File: config.mk
export PLATFORM = sky130hd
export DESIGN_NAME = candy_dispense_seq
export DESIGN_NICKNAME = d
export VERILOG_FILES = /design/src/rtl/candy_pkg.sv /design/src/rtl/candy_pwm_gen.sv /design/src/rtl/candy_dispense_seq.sv
export SDC_FILE = /design/constraint.sdc
export NUM_CORES = 1
export LEC_CHECK = 0
export ABC_AREA = 0
export CORE_UTILIZATION = 55
export DETAILED_ROUTE_END_ITERATION = 8
export PLACE_DENSITY = 0.76
export SYNTH_ARGS = -nofsm -noshare
export SYNTH_HDL_FRONTEND = slang
export SYNTH_SLANG_ARGS = --single-unit
File: constraint.sdc
create_clock -name clk -period 7.4 [get_ports clk]
set_clock_uncertainty 0.2 [all_clocks]
set_input_delay 1.85 -clock clk [delete_from_list [all_inputs] [get_ports clk]]
set_output_delay 1.85 -clock clk [all_outputs]
set_load 0.03 [all_outputs]
File: src/rtl/candy_pkg.sv
// Shared types for the candy dispense sequencer: FSM state encoding and
// DC H-bridge drive patterns.
package candy_pkg;

    typedef enum logic [2:0] {
        IDLE,
        SPINUP,
        STEP,
        BACKOFF,
        DONE
    } state_t;

    typedef struct packed {
        logic in1;
        logic in2;
    } dc_drive_t;

    localparam dc_drive_t DC_STOP = '{in1: 1'b0, in2: 1'b1};
    localparam dc_drive_t DC_FWD  = '{in1: 1'b1, in2: 1'b0};

endpackage

File: src/rtl/candy_pwm_gen.sv
// Free-running DC PWM generator: period counter, duty clamp and compare.
// Duty values at or above PWM_PERIOD give a constant-high output.
module candy_pwm_gen #(
    parameter int PWM_PERIOD = 100,
    parameter int DUTY_W     = 7
) (
    input  logic              clk,
    input  logic              rst,
    input  logic [DUTY_W-1:0] duty,
    output logic              pwm
);

    localparam int CNT_W = (PWM_PERIOD > 1) ? $clog2(PWM_PERIOD) : 1;
    localparam int CMP_W = ((DUTY_W > CNT_W) ? DUTY_W : CNT_W) + 1;

    logic [CNT_W-1:0] cnt;
    logic [CMP_W-1:0] duty_ext;
    logic [CMP_W-1:0] duty_clamped;

    always_ff @(posedge clk or posedge rst) begin
        if (rst) begin
            cnt <= '0;
        end else if (cnt == CNT_W'(PWM_PERIOD - 1)) begin
            cnt <= '0;
        end else begin
            cnt <= cnt + 1'b1;
        end
    end

    // Compare is done one bit wider than either operand so the clamp value
    // PWM_PERIOD itself is representable.
    always_comb begin
        duty_ext     = CMP_W'(duty);
        duty_clamped = (duty_ext > CMP_W'(PWM_PERIOD)) ? CMP_W'(PWM_PERIOD) : duty_ext;
        pwm          = (CMP_W'(cnt) < duty_clamped);
    end

endmodule

File: src/rtl/candy_dispense_seq.sv
// Candy dispense sequencer: DC spin-up, counted stepper run, 4-phase host
// handshake. Define CANDY_DISPENSE_BACKOFF_EN to add a reverse back-off run.
module candy_dispense_seq
    import candy_pkg::*;
#(
    parameter int STEP_DIV        = 2000,
    parameter int STEPS_PER_UNIT  = 64,
    parameter int SPINUP_CYC      = 20000,
    parameter int PWM_PERIOD      = 100,
    parameter int DUTY_W          = 7,
    parameter int BACKOFF_STEPS   = 8,
    localparam int STEP_CNT_W     = $clog2(4*STEPS_PER_UNIT+1)
) (
    input  logic                  clk,
    input  logic                  rst,
    input  logic                  start,
    input  logic                  abort,
    input  logic [1:0]            amount_sel,
    input  logic                  dir_sel,
    input  logic [DUTY_W-1:0]     dc_duty,
    output logic                  step_o,
    output logic                  dir_o,
    output logic                  dc_in1,
    output logic                  dc_in2,
    output logic                  dc_pwm,
    output logic                  busy,
    output logic                  done_o,
    output logic                  aborted_o,
    output logic [STEP_CNT_W-1:0] steps_left
);

    localparam int PH_MAX = (SPINUP_CYC > STEP_DIV) ? SPINUP_CYC : STEP_DIV;
    localparam int PH_W   = $clog2(PH_MAX + 1);

    state_t            state;
    logic              start_m, start_s;
    logic              abort_m, abort_s;
    logic              dir_l;
    logic [DUTY_W-1:0] duty_l;
    logic [PH_W-1:0]   phase_cnt;
    logic              pwm_raw;
    logic              active;
    logic              spin_tick;
    logic              step_tick;

`ifdef CANDY_DISPENSE_BACKOFF_EN
    localparam int BO_W = $clog2(BACKOFF_STEPS + 1);
    logic [BO_W-1:0]   bo_left;
`endif

    candy_pwm_gen #(
        .PWM_PERIOD (PWM_PERIOD),
        .DUTY_W     (DUTY_W)
    ) u_pwm (
        .clk  (clk),
        .rst  (rst),
        .duty (duty_l),
        .pwm  (pwm_raw)
    );

    always_ff @(posedge clk or posedge rst) begin
        if (rst) begin
            start_m <= 1'b0;
            start_s <= 1'b0;
            abort_m <= 1'b0;
            abort_s <= 1'b0;
        end else begin
            start_m <= start;
            start_s <= start_m;
            abort_m <= abort;
            abort_s <= abort_m;
        end
    end

    assign active    = (state == SPINUP) || (state == STEP) || (state == BACKOFF);
    assign spin_tick = (phase_cnt == PH_W'(SPINUP_CYC - 1));
    assign step_tick = (phase_cnt == PH_W'(STEP_DIV - 1));

    always_ff @(posedge clk or posedge rst) begin
        if (rst) begin
            state            <= IDLE;
            step_o           <= 1'b0;
            dir_o            <= 1'b0;
            {dc_in1, dc_in2} <= DC_STOP;
            dc_pwm           <= 1'b0;
            busy             <= 1'b0;
            done_o           <= 1'b0;
            aborted_o        <= 1'b0;
            steps_left       <= '0;
            dir_l            <= 1'b0;
            duty_l           <= '0;
            phase_cnt        <= '0;
`ifdef CANDY_DISPENSE_BACKOFF_EN
            bo_left          <= '0;
`endif
        end else if (active && abort_s) begin
            // Abort wins over withdrawal and freezes steps_left for the host.
            step_o           <= 1'b0;
            {dc_in1, dc_in2} <= DC_STOP;
            dc_pwm           <= 1'b0;
            busy             <= 1'b0;
            done_o           <= 1'b1;
            aborted_o        <= 1'b1;
            state            <= DONE;
        end else if (active && !start_s) begin
            step_o           <= 1'b0;
            {dc_in1, dc_in2} <= DC_STOP;
            dc_pwm           <= 1'b0;
            busy             <= 1'b0;
            state            <= IDLE;
        end else begin
            case (state)
                IDLE: begin
                    step_o           <= 1'b0;
                    {dc_in1, dc_in2} <= DC_STOP;
                    dc_pwm           <= 1'b0;
                    busy             <= 1'b0;
                    if (start_s) begin
                        steps_left       <= STEP_CNT_W'((32'(amount_sel) + 32'd1) * STEPS_PER_UNIT);
                        dir_l            <= dir_sel;
                        duty_l           <= dc_duty;
                        phase_cnt        <= '0;
                        {dc_in1, dc_in2} <= DC_FWD;
                        busy             <= 1'b1;
                        state            <= SPINUP;
                    end
                end

                SPINUP: begin
                    dc_pwm <= pwm_raw;
                    if (spin_tick) begin
                        phase_cnt <= '0;
                        step_o    <= 1'b0;
                        dir_o     <= dir_l;
                        state     <= STEP;
                    end else begin
                        phase_cnt <= phase_cnt + 1'b1;
                    end
                end

                STEP: begin
                    dc_pwm <= pwm_raw;
                    if (step_tick) begin
                        phase_cnt <= '0;
                        if (!step_o) begin
                            step_o <= 1'b1;
                        end else if (steps_left == STEP_CNT_W'(1)) begin
                            step_o           <= 1'b0;
                            steps_left       <= '0;
                            {dc_in1, dc_in2} <= DC_STOP;
                            dc_pwm           <= 1'b0;
`ifdef CANDY_DISPENSE_BACKOFF_EN
                            bo_left          <= BO_W'(BACKOFF_STEPS);
                            dir_o            <= ~dir_l;
                            state            <= BACKOFF;
`else
                            busy             <= 1'b0;
                            done_o           <= 1'b1;
                            state            <= DONE;
`endif
                        end else begin
                            step_o     <= 1'b0;
                            steps_left <= steps_left - 1'b1;
                        end
                    end else begin
                        phase_cnt <= phase_cnt + 1'b1;
                    end
                end

`ifdef CANDY_DISPENSE_BACKOFF_EN
                // Reverse run with the DC motor off; counted apart from steps_left.
                BACKOFF: begin
                    if (step_tick) begin
                        phase_cnt <= '0;
                        if (!step_o) begin
                            step_o <= 1'b1;
                        end else if (bo_left <= BO_W'(1)) begin
                            step_o  <= 1'b0;
                            bo_left <= '0;
                            busy    <= 1'b0;
                            done_o  <= 1'b1;
                            state   <= DONE;
                        end else begin
                            step_o  <= 1'b0;
                            bo_left <= bo_left - 1'b1;
                        end
                    end else begin
                        phase_cnt <= phase_cnt + 1'b1;
                    end
                end
`endif

                DONE: begin
                    step_o           <= 1'b0;
                    {dc_in1, dc_in2} <= DC_STOP;
                    dc_pwm           <= 1'b0;
                    busy             <= 1'b0;
                    if (!start_s) begin
                        done_o    <= 1'b0;
                        aborted_o <= 1'b0;
                        state     <= IDLE;
                    end
                end

                default: begin
                    state <= IDLE;
                end
            endcase
        end
    end

endmodule

### Yosys cells after proc, flatten, opt, wreduce, memory -nomap -nowiden

Cells that the tools add are included.

| word-level totals | value |
|---|---|
| memories | 0 |
| bits in read-only memories | 0 |
| output and inout bits | 17 |
| RAM bits | 0 |
| bits of input ports | 14 |
| register bits | 53 |
| bits in latches | 0 |
| logic and storage cells | 123 |

| cells by class | value |
|---|---|
| bitwise gates (word level) | 2 |
| equal/unequal tests | 23 |
| multipliers | 0 |
| div/mod/pow operators | 0 |
| reduce and logical (&&, ||, !) cells | 22 |
| multiplexer cells | 53 |
| shifts and indexed selects | 0 |
| $lt $le $gt $ge | 2 |
| $add $sub $neg | 4 |

Operators with widths:

| kind | count |
|---|---|
| $mux W15 | 3 |
| $pmux W15 S3 | 1 |
| $mux W9 | 4 |
| $mux W1 | 28 |
| $mux W3 | 8 |
| $pmux W9 S2 | 1 |
| $reduce_and A6 Y1 | 3 |
| $reduce_and A4 Y1 | 4 |
| $add A15 B1 Y15 const B | 1 |
| $eq A15 B11 Y1 const B | 1 |
| $eq A15 B15 Y1 const B | 1 |
| $mux W7 | 2 |
| $ne A4 B2 Y1 const B | 3 |
| $pmux W1 S3 | 4 |
| $pmux W3 S4 | 1 |
| $reduce_bool A5 Y1 | 2 |
| $eq A9 B1 Y1 const B | 1 |
| $sub A9 B1 Y9 const B | 1 |
| $lt A7 B8 Y1 | 1 |
| $ne A2 B2 Y1 const B | 4 |
| $ne A4 B4 Y1 const B | 2 |
| $add A7 B1 Y7 const B | 1 |
| $eq A7 B7 Y1 const B | 1 |
| $gt A7 B7 Y1 const B | 1 |
| other kinds (19) | 27 |

### Logic depth before layout (Yosys ltp)

| depth | value |
|---|---|
| depth in word-level cells | 9 |
| depth in mapped cells | 8 |
| depth with buffers taken out | 7 |

### By module

From an unflattened synthesis, not the netlist that was laid out.

| unflattened totals | value |
|---|---|
| cell total of the unflattened synthesis | 325 |
| area total of the unflattened synthesis | 2974.1 µm² |

Modules (own cells, without submodules):

| module | seq. area each (µm²) | cells an instance | area an instance (µm²) | times used |
|---|---|---|---|---|
| candy_dispense_seq | 1152.4 | 271 | 2488.6 | 1 |
| candy_pwm_gen | 175.2 | 54 | 485.5 | 1 |

### Worst setup path before layout

OpenSTA, ideal clock, no wires.

| timing | value |
|---|---|
| path kind | reg-to-output |
| from | reg, netlist name busy |
| to | out dc_in1 |
| data required time | 5350 ps |
| setup slack | 4629 ps |
| path buffers | 1 |
| cell stages (with the launch flop) | 2 |
| arrival time | 721 ps |
| cells stage by stage | dfrtp_1 buf_4 |

RTL lines:

| what | RTL line | source |
|---|---|---|
| to (decl) | candy_dispense_seq.sv:23 | `output logic dc_in1,` |

### Worst setup path after layout

| timing | value |
|---|---|
| from | reg steps_left[4] |
| to | out steps_left[4] |

RTL lines:

| what | RTL line | source |
|---|---|---|
| from (decl) | candy_dispense_seq.sv:29 | `output logic [STEP_CNT_W-1:0] steps_left` |
| from (signal assigned) | candy_dispense_seq.sv:119 | `steps_left <= STEP_CNT_W'((32'(amount_sel) + 32'd1) * STEPS_PER_UNIT);` |
| from (signal assigned) | candy_dispense_seq.sv:163 | `steps_left <= steps_left - 1'b1;` |

No word-level cell between the ends.

==> flow_metrics.py <==
metrics = {
    "global_routing": {
        "grt_max_degree": 54,
        "use_met1": 0.298,
        "grt_overflow": 0,
        "grt_busiest_layer": "met2",
        "grt_pass1_wl_um": 9320,
        "gr-usage-met2": 0.355,
        "grt_antenna_before_repair": 0,
        "grt_pass1_vias": 2087,
        "grt_usage": 0.218,
        "use_met3": 0.0375,
    },
    "yosys": {
        "seq_area_frac_synth": 0.457,
        "syn_inst": 310,
        "synth_nets": 335,
        "async_flop_share": 1.00,
        "netlist.area_leader.share": 0.448,
        "synth_ff_type": "dfrtp_1",
        "synth-seq-cells": 53,
        "netlist_area_sq_um": 2910,
        "synth_cell_type_count": 53,
        "post-synth-top-area-cell": "dfrtp_1",
        "yosys_warnings": 0,
        "syn_avg_cell_area_sq_um": 9.38,
        "synth_area_leaders": "dfrtp_1, o21ai_0, ha_1",
        "synth_edf_count": 0,
    },
    "die": {
        "num_rows": 26,
        "start_util": 0.569,
        "die_w_um": 74.7,
        "num_io_pins": 31,
        "die_height_um": 74.7,
        "die_area_sq_um": 5580,
        "core_sq_um": 5110,
    },
    "final_layout": {
        "nets": 361,
        "layout-drive-gt1-share": 0.0772,
        "synthToLayoutAreaGrowth_pct": 14.4,
        "n_antenna_cell": 0,
        "post-route-util": 0.651,
    },
    "min_path": {
        "min_from": "start_m$_DFF_PP0_",
        "hp-class": "flip-flop to flip-flop",
        "hold_end": "start_s$_DFF_PP0_",
        "worstHoldPathCells": 0,
    },
    "outcome": {
        "status": "finished, final reports clean",
    },
    "route": {
        "drtIter0Drc": 151,
        "drt_pass1_iterations": 4,
        "drc": 0,
        "drt.antenna.violating_nets": 0,
        "wl_per_cell_um": 14.5,
        "via_per_inst": 5.86,
        "wl_um": 5900,
        "vias": 2384,
    },
    "cts": {
        "hold_buffers": 0,
        "cts_buffer_depth": 2,
        "tritoncts": "built",
        "root_buffer": "clkbuf_8",
        "h-tree-depth": 2,
        "cts_setup_buffers": 0,
        "clk_latency_ps": 300,
        "cts.sinks": 53,
        "cts_buffers": 5,
        "cts_resized": 0,
        "clkTransAtPathRegs_ps": 90,
    },
    "worst_setup_path": {
        "critPathSlowestCell": "clkdlybuf4s50_1",
        "crit_chain": "clkdlybuf4s50_1",
        "worstSetupStartpointType": "flip-flop",
        "worstPathArrival_ps": 1500,
        "critPathTopFamily": "buffers and inverters",
        "cp_max_fo": 9,
        "critPathKind": "flip-flop to output port",
        "crit_buf_inv": 1,
        "critical_path_depth": 1,
        "r2r_cells": 6,
        "rrSetupSlack_ps": 4600,
        "cp_data_required_time_ps": 5350,
        "max_stage_delay_ps": 720,
        "worstReg2RegStart": "state[2]$_DFFE_PP0P_",
        "r2r_end": "steps_left[8]$_DFFE_PP0P_",
        "worstSetupEndpointType": "output port",
    },
    "sta": {
        "worst_pin_slew_ps": 1070,
        "fmax_ghz": 0.281,
        "finalHoldViolCount": 0,
        "relSlewSlack": 0.283,
        "grt_setup_unrepaired": "false",
        "setup_viol": 0,
        "finalSetupTns_ps": 0,
        "fin_crit_ps": 3550,
        "maxSlewViolCount": 0,
        "final.period_utilization": 0.480,
        "whs_ps": 155,
    },
    "placement": {
        "gp_congestion": 0.829,
        "hpwl_um": 4150,
        "io_buffers": 30,
    },
    "power": {
        "p_int_uw": 540,
        "leakagePower_nw": 1.37,
        "worst_ir_drop_vdd_mv": 0.139,
        "swShare": 0.378,
        "switching_power_uw": 328,
        "seqPwrFrac": 0.448,
        "power_frac_comb": 0.368,
        "clock_power_share": 0.184,
        "p_per_area_nw_per_um2": 261,
    },
    "run": {
        "cap_violations": 0,
    },
}
cell families after synthesis:
| logic type | Yosys count | synth area share |
|---|---|---|
| AND/OR/NAND/NOR | 118 | 0.211 |
| AO/OA/AOI/OAI | 93 | 0.210 |
| flip-flops | 53 | 0.457 |
| buffers and inverters | 24 | 0.0361 |
| adder cells (fa/ha/maj) | 11 | 0.0473 |
| multiplexers | 7 | 0.0271 |
| XOR/XNOR | 4 | 0.0121 |
power by group through the flow:
| stage | logic, mW | clock network [mW] | registers [mW] |
|---|---|---|---|
| final | 0.319 | 0.160 | 0.389 |
| after global routing | 0.353 | 0.171 | 0.398 |
| after CTS | 0.323 | 0.163 | 0.388 |
| after detailed placement | 0.319 | 0 | 0.395 |
| after global placement | 0.312 | 0 | 0.392 |
| after floorplan | 0.208 | 0 | 0.410 |
Yosys cell counts, types with 2 or more instances:
cell	instances
dfrtp_1	52
nand2_1	33
o21ai_0	31
nor2_1	21
a21oi_1	17
nand3_1	14
inv_1	12
ha_1	11
o31ai_1	9
nor3_1	8
clkbuf_1	7
mux2_2	7
and2_1	5
nor4_1	5
a21o_1	4
a22oi_1	4
and3_1	4
nand4_1	4
o22ai_1	4
or3_1	4
a31oi_1	3
buf_2	3
nand3b_1	3
nor2b_1	3
o21a_1	3
o41ai_1	3
xnor2_1	3
a21boi_0	2
a22o_1	2
nand2b_1	2
o311ai_0	2
o31ai_4	2
or2_2	2
or4_1	2
final cells by class:
| type | instances | area [sq um] |
|---|---|---|
| clock inverters | 2 | 10.0 |
| well taps | 70 | 87.6 |
| clock buffers | 6 | 72.6 |
| inverters | 12 | 45.0 |
| flip-flops and latches | 53 | 1330 |
| repair buffers | 31 | 308 |
| multi-input cells | 233 | 1480 |
| fillers | 444 | 1780 |
per-stage QoR:
stage | cells | total power, mW | instance area, sq um | worst slack (ps)
2_1_floorplan | 310 | 0.618 | 2910 | 4070
3_3_place_gp | 399 | 0.704 | 3240 | 4000
3_5_place_dp | 399 | 0.714 | 3240 | 3980
4_1_cts | 407 | 0.874 | 3330 | 3830
5_1_grt | 407 | 0.921 | 3330 | 3780
6_report | 407 | 0.868 | 3330 | 3850
cells in the final DEF (no fill, tap or decap), types with 5 or more instances in the layout:
| cell | n |
|---|---|
| nand2_1 | 33 |
| nor4_1 | 5 |
| clkdlybuf4s50_1 | 30 |
| o31ai_1 | 9 |
| and2_1 | 5 |
| mux2_2 | 7 |
| clkbuf_8 | 5 |
| nand3_1 | 14 |
| dfrtp_1 | 52 |
| nor3_1 | 8 |
| nor2_1 | 21 |
| o21ai_0 | 30 |
| a21oi_1 | 17 |
| ha_1 | 11 |
| inv_1 | 11 |
registers in the layout (all words and copies together), names as in the netlist, 3 cells and up:
name / cells
phase_cnt: 15
steps_left: 9
duty_l: 7
u_pwm.cnt: 7
state: 3
worst max path at each step:
stage | startpoint | slack (ps) | to
after global placement | rst | 4000 | abort_m$_DFF_PP0_
after detailed placement | rst | 3980 | phase_cnt[0]$_DFFE_PP0P_
after CTS | steps_left[4]$_DFFE_PP0P_ | 3830 | steps_left[4]
after floorplan | rst | 4070 | abort_m$_DFF_PP0_
final | steps_left[4]$_DFFE_PP0P_ | 3850 | steps_left[4]
after global routing | steps_left[4]$_DFFE_PP0P_ | 3780 | steps_left[4]
layer usage:
| layer | share of wire | vias up | routed length [um] |
|---|---|---|---|
| li1 | - | 1187 | - |
| met1 | 0.49 | 1148 | 2890 |
| met2 | 0.47 | 42 | 2780 |
| met3 | 0.027 | 7 | 160 |
| met4 | 0.011 | 0 | 65 |
| met5 | 0 | - | 0 |
No activity file was read; power rests on OpenSTA's default activity.
